File: src/rtl/oram.sv
// Result buffer behind `net`: classifies each completed inference, queues it in a show-ahead FIFO
// and drains it over valid/ready; next_req asks for a new sample once a result is safely stored.
module oram #(
   parameter int DATA_W = 32,
   parameter int DEPTH  = 8,
   parameter int PTR_W  = 3
) (
   input  logic              clk,
   input  logic              reset,
   input  logic [DATA_W-1:0] net_out_0,
   input  logic [DATA_W-1:0] net_out_1,
   input  logic              net_rdy,
   output logic              rd_valid,
   input  logic              rd_ready,
   output logic [DATA_W-1:0] rd_out_0,
   output logic [DATA_W-1:0] rd_out_1,
   output logic              rd_class,
   output logic [PTR_W:0]    fill,
   output logic              overflow,
   output logic [7:0]        drop_cnt,
   output logic              next_req
);

   localparam int ENT_W = 2 * DATA_W + 1;
   localparam logic [PTR_W:0]   FULL_CNT = (PTR_W + 1)'(DEPTH);
   localparam logic [PTR_W:0]   FILL_ONE = (PTR_W + 1)'(1);
   localparam logic [PTR_W-1:0] PTR_ONE  = PTR_W'(1);

   logic [ENT_W-1:0]  mem_q [DEPTH];
   logic [PTR_W-1:0]  wr_ptr_q, rd_ptr_q;
   logic [PTR_W:0]    fill_q, fill_d;
   logic              net_rdy_q;
   logic              armed_q;
   logic              pend_q, pend_d;
   logic              next_req_q, next_req_d;
   logic              overflow_q;
   logic [7:0]        drop_cnt_q;

   logic              cap, pop, full, wr_ok, drop, cls;
   logic [ENT_W-1:0]  head;

   // armed_q masks the first cycle after reset so a level already high is not seen as an edge
   assign cap  = net_rdy & ~net_rdy_q & armed_q;
   assign pop  = rd_valid & rd_ready;
   assign full = (fill_q == FULL_CNT);
   assign wr_ok = cap & (~full | pop);
   assign drop  = cap & full & ~pop;
   assign cls   = ($signed(net_out_1) > $signed(net_out_0));

   always_comb begin
      fill_d = fill_q;
      if (wr_ok && !pop) begin
         fill_d = fill_q + FILL_ONE;
      end else if (!wr_ok && pop) begin
         fill_d = fill_q - FILL_ONE;
      end
   end

   // A write that fills the FIFO defers its request until a pop frees a slot
   always_comb begin
      pend_d     = (pend_q | wr_ok) & (fill_d == FULL_CNT);
      next_req_d = (pend_q | wr_ok) & (fill_d != FULL_CNT);
   end

   always_ff @(posedge clk) begin
      if (!reset) begin
         wr_ptr_q   <= '0;
         rd_ptr_q   <= '0;
         fill_q     <= '0;
         net_rdy_q  <= 1'b0;
         armed_q    <= 1'b0;
         pend_q     <= 1'b0;
         next_req_q <= 1'b0;
         overflow_q <= 1'b0;
         drop_cnt_q <= '0;
      end else begin
         armed_q    <= 1'b1;
         net_rdy_q  <= net_rdy;
         fill_q     <= fill_d;
         pend_q     <= pend_d;
         next_req_q <= next_req_d;
         if (wr_ok) begin
            wr_ptr_q <= wr_ptr_q + PTR_ONE;
         end
         if (pop) begin
            rd_ptr_q <= rd_ptr_q + PTR_ONE;
         end
         if (drop) begin
            overflow_q <= 1'b1;
            if (drop_cnt_q != 8'hFF) begin
               drop_cnt_q <= drop_cnt_q + 8'd1;
            end
         end
      end
   end

   // Storage is cleared on reset so the show-ahead outputs read zero while empty
   always_ff @(posedge clk) begin
      if (!reset) begin
         for (int i = 0; i < DEPTH; i++) begin
            mem_q[i] <= '0;
         end
      end else if (wr_ok) begin
         mem_q[wr_ptr_q] <= {cls, net_out_0, net_out_1};
      end
   end

   assign head     = mem_q[rd_ptr_q];
   assign rd_class = head[ENT_W-1];
   assign rd_out_0 = head[2*DATA_W-1:DATA_W];
   assign rd_out_1 = head[DATA_W-1:0];
   assign rd_valid = (fill_q != '0);
   assign fill     = fill_q;
   assign overflow = overflow_q;
   assign drop_cnt = drop_cnt_q;
   assign next_req = next_req_q;

endmodule

File: config.mk
export PLATFORM = sky130hd
export DESIGN_NAME = oram
export DESIGN_NICKNAME = d
export VERILOG_FILES = /design/src/rtl/oram.sv
export SDC_FILE = /design/constraint.sdc
export NUM_CORES = 1
export LEC_CHECK = 0
export BUFFER_PORTS_ARGS = -buffer_cell sky130_fd_sc_hd__buf_2
export CAP_MARGIN = 20
export CORE_AREA = 4 4 274 383
export DETAILED_ROUTE_END_ITERATION = 6
export DIE_AREA = 0 0 278 387
export PLACE_DENSITY = 0.39
export RECOVER_POWER = 100
export SLEW_MARGIN = 25
export SYNTH_ARGS = -nofsm -noshare
export SYNTH_HDL_FRONTEND = slang
export SYNTH_SLANG_ARGS = --single-unit
File: constraint.sdc
create_clock -name clk -period 10.65 [get_ports clk]
set_input_delay 2.6625 -clock clk [delete_from_list [all_inputs] [get_ports clk]]
set_output_delay 2.6625 -clock clk [all_outputs]
set_load 0.1 [all_outputs]
==> flow_metrics.tcl, run 1 <==
set metrics [dict create \
    ff2ff_path_depth 7 \
    worst-path-buf-inv 2 \
    antenna_left 0 \
    hold_path.class "flop to flop" \
    path_max_fanout 37 \
    final_nets 1835 \
    async_flop_share_pct 0 \
    antenna_found_initial 16 \
    die_w_um 278 \
    setup_viol 0 \
    fp.dieH_um 387 \
    cap_violations 19 \
    cts_tree "yes" \
    dp_hpwl_um 44700 \
    grt_pass1_wl_um 113000 \
    synth_most_common_cell "edfxtp_1" \
    synthTopCellsByCount "edfxtp_1 (520), and2_1 (333), mux4_2 (130), nor4_1 (129), clkbuf_1 (96)" \
    overflow 0 \
    cp-start-kind "flop" \
    row_count 138 \
    mappedNetlistArea_um2 25200 \
    rsz0062_at_grt "no" \
    dp.cells 3001 \
    p_leak_uw 0.00960 \
    wl_per_cell_um 24.7 \
    power_density_nw_per_um2 197 \
    slew_headroom_pct -193 \
    wl_um 76800 \
    drcViolationCount 0 \
    reg2reg_slack_ns 4.58 \
    crit_slowest_cell "dfxtp_1" \
    path_class "flop to output port" \
    synth_ff_type "edfxtp_1" \
    tns_ns 0 \
    yosys.area.top_type "edfxtp_1" \
    cts_resized 0 \
    violations "max-capacitance violations, max-slew violations" \
    holdBufCountCts 0 \
    critPathTopFamily "flip-flops" \
    ir_drop_mv 0.218 \
    synth_edf_count 520 \
    layout-drive-gt1-share_pct 21.9 \
    ys_ff_latch 546 \
    clk_latency_ns 0.63 \
    synth.top_cell.area_share_pct 62.1 \
    finalCritPeriodShare_pct 74.7 \
    initialDrtViolationCount 957 \
    first_global_vias 16000 \
    htreeDepth 2 \
    portBuffers 147 \
    ys_warn_count 0 \
    synth.distinct_cells 56 \
    r2r_start "fill[1]$_SDFF_PN0_" \
    initial_core_util_pct 24.9 \
    syn_nets 1730 \
    fmax_ghz 0.126 \
    max_stage_delay_ns 2.30 \
    finClkSkew_ns 0.0157 \
    boundaryPins 148 \
    syn_inst 1625 \
    worstPathRequired_ns 7.99 \
    post-cts-setup-buffer-count 0 \
    routed_via_density 4.67 \
    setup.worst_path.end_class "output port" \
    cts_buffers 57 \
    synth.area.top_cells "edfxtp_1 (62%), mux4_2 (12%), and2_1 (8.3%)" \
    dieArea_um2 108000 \
    num-fill-cells 10300 \
    postSynthAreaPerCell_um2 15.5 \
    report.final.hold_viol_count 0 \
    hp-start "rd_ptr_q[1]$_SDFFE_PN0N_" \
    core-area_um2 101000 \
    root_buffer "clkbuf_16" \
    vias 14500 \
    fin_util_pct 28.6 \
    tightest_slew_ns 4.40 \
    dr.pass1.iters 4 \
    path_clk_slew_ns 0.06 \
    cts_buffer_depth 3 \
    crit_arrival_ns 5.29 \
    ys_seq_area_share_pct 64.1 \
    r2r-end "mem_q[4][54]$_SDFFCE_PN0P_" \
    grt_max_degree 95 \
    area_delta_synth_final_pct 14.9 \
    grtUsageTotal_pct 14.0 \
    hold_path_depth 2 \
    place_congestion 0.716 \
    post-route-min-period_ns 7.95 \
    numClockSinks 546 \
    instances_no_fill 3113 \
    final_max_slew_viol_count 714 \
    status "finished with violations" \
    crit_chain "buf_4, mux4_2, mux2_2, clkbuf_1" \
]
layout make-up:
class / count / area [um2] / share of cell area, %
inverters: 34 / 128 / 0.442
repair buffers: 180 / 868 / 3.00
clock buffers: 68 / 1470 / 5.08
flip-flops and latches: 546 / 16100 / 55.9
multi-input cells: 911 / 8320 / 28.8
well taps: 1330 / 1660 / 5.76
clock inverters: 38 / 292 / 1.01
diodes: 6 / 15.0 / 0.0519
metrics by stage:
| step | power [uW] | instance area [um2] | setup slack, ns | hold slack (ns) |
|---|---|---|---|---|
| floorplan | 3520 | 25200 | 1.84 | 0.467 |
| global placement | 3820 | 27400 | 4.38 | 0.478 |
| detailed placement | 3830 | 27400 | 4.31 | 0.491 |
| CTS | 5800 | 29200 | 4.23 | 0.501 |
| global route | 5910 | 28900 | 2.05 | 0.543 |
| finish | 5680 | 28900 | 2.70 | 0.499 |
layer usage:
layer / GRT usage (%) / routed length [um] / vias up
met1: 17.3 / 32100 / 7610
met2: 25.4 / 39800 / 294
met5: 0 / 97 / -
met3: 2.63 / 3330 / 109
li1: - / - / 6499
met4: 3.22 / 1490 / 14
worst max-delay path by stage:
| stage | startpoint | to | cells past startpoint |
|---|---|---|---|
| after detailed placement | reset | mem_q[0][25]$_SDFFCE_PN0P_ | 7 |
| after global placement | reset | mem_q[0][23]$_SDFFCE_PN0P_ | 7 |
| after floorplan | rd_ready | mem_q[4][0]$_SDFFCE_PN0P_ | 6 |
| final | flop | rd_out_0[24] | 4 |
| after global routing | flop | rd_out_0[24] | 4 |
| after CTS | flop | rd_out_0[21] | 4 |
cell usage in the layout, fill, tap and decap left out, types with 20 or more instances in the layout:
| master | n |
|---|---|
| and2_1 | 194 |
| dfxtp_1 | 23 |
| inv_1 | 34 |
| nor3_1 | 69 |
| nor4_1 | 131 |
| buf_2 | 81 |
| mux2_2 | 65 |
| and2_0 | 139 |
| clkbuf_16 | 57 |
| edfxtp_1 | 520 |
| ha_1 | 37 |
| clkbuf_1 | 90 |
| a21oi_1 | 20 |
| nand2_1 | 26 |
| mux4_2 | 130 |
logic make-up (layout without fill, tap and decap cells):
| family | after synthesis | after routing | synth area share [%] |
|---|---|---|---|
| flip-flops | 546 | 546 | 64.1 |
| buffers and inverters | 168 | 320 | 2.65 |
| other | 0 | 6 | 0 |
| AO/OA/AOI/OAI | 58 | 58 | 1.55 |
| AND/OR/NAND/NOR | 609 | 609 | 14.8 |
| XOR/XNOR | 11 | 11 | 0.383 |
| multiplexers | 196 | 196 | 14.6 |
| adder cells (fa/ha/maj) | 37 | 37 | 1.84 |
report_power, final:
group / switching (uW) / internal (uW)
Clock: 871 / 1080
Sequential: 66.3 / 2440
Combinational: 908 / 321
registers in the layout, summed over array words and instances, names as in the netlist, named ones only:
register   cells
fill           4
mem_q        520
armed_q        1
overflow       1
next_req       1
drop_cnt       8
wr_ptr_q       3
pend_q         1
rd_ptr_q       3
net_rdy_q      1
tightest hold or removal path, stage by stage (launching register included):
cell and delay (ns):
dfxtp_1 0.31, nand2_1 0.05, a21boi_0 0.09
Power figures use the tool's default switching activity.
==> run 2: changes to the inputs <==
- ABC_AREA: not set -> 1
- CORE_AREA: 4 4 274 383 -> 4 4 269 377
- DIE_AREA: 0 0 278 387 -> 0 0 273 381
- PLACE_DENSITY: 0.39 -> 0.41
- clock period: 10.65 -> 6.6 ns (I/O delays scaled with it)
==> flow_metrics.tcl, run 2 <==
set metrics [dict create \
    wl_per_cell_um 22.2 \
    row_count 136 \
    area_delta_synth_final_pct 14.8 \
    syn_inst 2401 \
    r2r_start "fill[0]$_SDFF_PN0_" \
    synth_edf_count 520 \
    dp_hpwl_um 49900 \
    cap_violations 9 \
    path_max_fanout 61 \
    cts_buffer_depth 3 \
    routed_via_density 4.68 \
    dieArea_um2 104000 \
    ys_warn_count 0 \
    setup.worst_path.end_class "output port" \
    met1_usage_pct 20.3 \
    ys_seq_area_share_pct 66.2 \
    use_met3_pct 3.23 \
    htreeDepth 2 \
    grt_pass1_wl_um 124000 \
    final_common_cell "nor2_1" \
    place_area_um2 26500 \
    finalCritPeriodShare_pct 87.9 \
    die_w_um 273 \
    max_stage_delay_ns 0.96 \
    ys_ff_latch 546 \
    path_class "flop to output port" \
    violations "max-capacitance violations, max-slew violations" \
    holdBufCountCts 0 \
    fp.dieH_um 381 \
    fin_area_um2 28000 \
    p_leak_uw 0.0106 \
    synth_ff_type "edfxtp_1" \
    boundaryPins 148 \
    slew_headroom_pct -91.1 \
    grt-busiest-layer "met2" \
    ff2ff_path_depth 11 \
    mappedNetlistArea_um2 24400 \
    reg2reg_slack_ns 1.81 \
    path_clk_slew_ns 0.07 \
    crit_slowest_cell "dfxtp_2" \
    async_flop_share_pct 0 \
    power_density_nw_per_um2 423 \
    post-cts-setup-buffer-count 0 \
    cts_buffers 55 \
    setup_viol 0 \
    finClkSkew_ns 0.0141 \
    tightest_slew_ns 2.87 \
    vias 17900 \
    status "finished with violations" \
    r2r-end "mem_q[1][47]$_SDFFCE_PN0P_" \
    postSynthAreaPerCell_um2 10.2 \
    layout-drive-gt1-share_pct 8.72 \
    clk_latency_ns 0.62 \
    initialDrtViolationCount 1241 \
    grt_use_met2_pct 28.2 \
    initial_core_util_pct 24.9 \
    root_buffer "clkbuf_16" \
    syn_nets 2506 \
    dr.pass1.iters 5 \
    synthTopCellsByCount "nor2_1 (1005), edfxtp_1 (520), o21ai_0 (274), nand2_1 (79), clkbuf_1 (78)" \
    final_nets 2592 \
    wl_um 85200 \
    overflow 0 \
    crit_arrival_ns 4.15 \
    synth.distinct_cells 31 \
    largest_reg_flops 520 \
    rsz0062_at_grt "no" \
    place_congestion 0.773 \
    num-fill-cells 10300 \
    regMostFlops "mem_q" \
    tns_ns 0 \
    yosys.area.top_type "edfxtp_1" \
    synth_most_common_cell "nor2_1" \
    post-route-min-period_ns 5.80 \
    cp-endpoint "rd_out_1[23]" \
    fmax_ghz 0.172 \
    grtUsageTotal_pct 16.1 \
    grt_max_degree 127 \
    core-area_um2 97800 \
    drcViolationCount 0 \
    final_max_slew_viol_count 303 \
    antenna_left 0 \
    antenna_found_initial 10 \
    cts_resized 0 \
    worstPathRequired_ns 4.95 \
    synth.top_cell.area_share_pct 64.1 \
    portBuffers 147 \
    numClockSinks 546 \
    final_cell_mix "nor2_1 (1006), edfxtp_1 (520), o21ai_0 (274)" \
    first_global_vias 18200 \
    report.final.hold_viol_count 0 \
    cts_tree "yes" \
    cp-start-kind "flop" \
    hold_path.class "flop to flop" \
    crit_chain "buf_4, o21ai_0, o22ai_1, nor2_1, a31oi_1, clkbuf_1" \
    ir_drop_mv 0.326 \
    synth.area.top_cells "edfxtp_1 (64%), nor2_1 (15%), o21ai_0 (5.6%)" \
]
-- run 2: changes by cell type after synthesis, moves of 64 or more --
cell / delta
nor2_1: +1001
o21ai_0: +264
and2_1: -333
mux4_2: -130
nor4_1: -129
o22ai_1: +64
mux2_2: -65
-- run 2: through the flow --
step	worst slack (ns)	power, uW	util, %	cells	hold slack (ns)
CTS	1.25	12000	28.8	3833	0.467
detailed placement	1.76	9050	27.1	3741	0.456
global route	0.578	12400	28.6	3833	0.517
floorplan	2.18	7830	-	2401	0.448
global placement	1.75	9030	27.1	3741	0.464
finish	0.798	11800	28.6	3837	0.469
-- run 2: metal layers --
layer,vias up,share of wire [%]
met3,99,5.4
met5,-,0.074
met1,9025,42
met2,467,50
li1,8346,-
met4,10,2.5
-- run 2: layout make-up --
cell class / count / area, um2 / share of cell area [%]
clock buffer: 67 / 1460 / 5.23
clock inverter: 25 / 155 / 0.555
antenna: 4 / 10.0 / 0.0358
inverter: 104 / 403 / 1.44
timing repair buffer: 187 / 987 / 3.53
tap: 1311 / 1640 / 5.86
sequential: 546 / 16100 / 57.7
multi-input combinational: 1593 / 7180 / 25.7
-- run 2: kinds of logic (layout without fill, tap and decap cells) --
family | after synthesis | in the layout | share of synthesized area [%]
xor gates and xnor gates | 7 | 7 | 0.252
and+or+nand+nor | 1117 | 1117 | 17.6
AOI/OAI and AO/OA | 432 | 432 | 9.64
buffers and inverters | 262 | 383 | 4.45
DFF | 546 | 546 | 66.2
other | 0 | 4 | 0
adders and majority gates | 37 | 37 | 1.90
-- run 2: power by group --
| group | leakage, uW | internal, uW | switching, uW |
|---|---|---|---|
| Sequential | 0.00559 | 3950 | 113 |
| Clock | 0.000793 | 1600 | 1370 |
| Combinational | 0.00425 | 796 | 3990 |
| Total | 0.0106 | 6350 | 5480 |
-- run 2: how the worst min path moves through the flow --
stage / start / cells past startpoint / to
floorplan: rd_ptr_q[0]$_SDFFE_PN0N_ / 1 / flop
global placement: rd_ptr_q[0]$_SDFFE_PN0N_ / 1 / rd_ptr_q[0]$_SDFFE_PN0N_
detailed placement: overflow$_SDFFE_PN0P_ / 2 / overflow$_SDFFE_PN0P_
CTS: overflow$_SDFFE_PN0P_ / 2 / overflow$_SDFFE_PN0P_
global route: overflow$_SDFFE_PN0P_ / 2 / overflow$_SDFFE_PN0P_
finish: overflow$_SDFFE_PN0P_ / 2 / overflow$_SDFFE_PN0P_
-- run 2: worst max-delay path: cells and delay by family, from the launching register on --
kind | cells | cell delay [ns]
flops | 1 | 0.96
buf+inv | 2 | 1.74
compound gates | 3 | 0.72
simple gates | 1 | 0.07
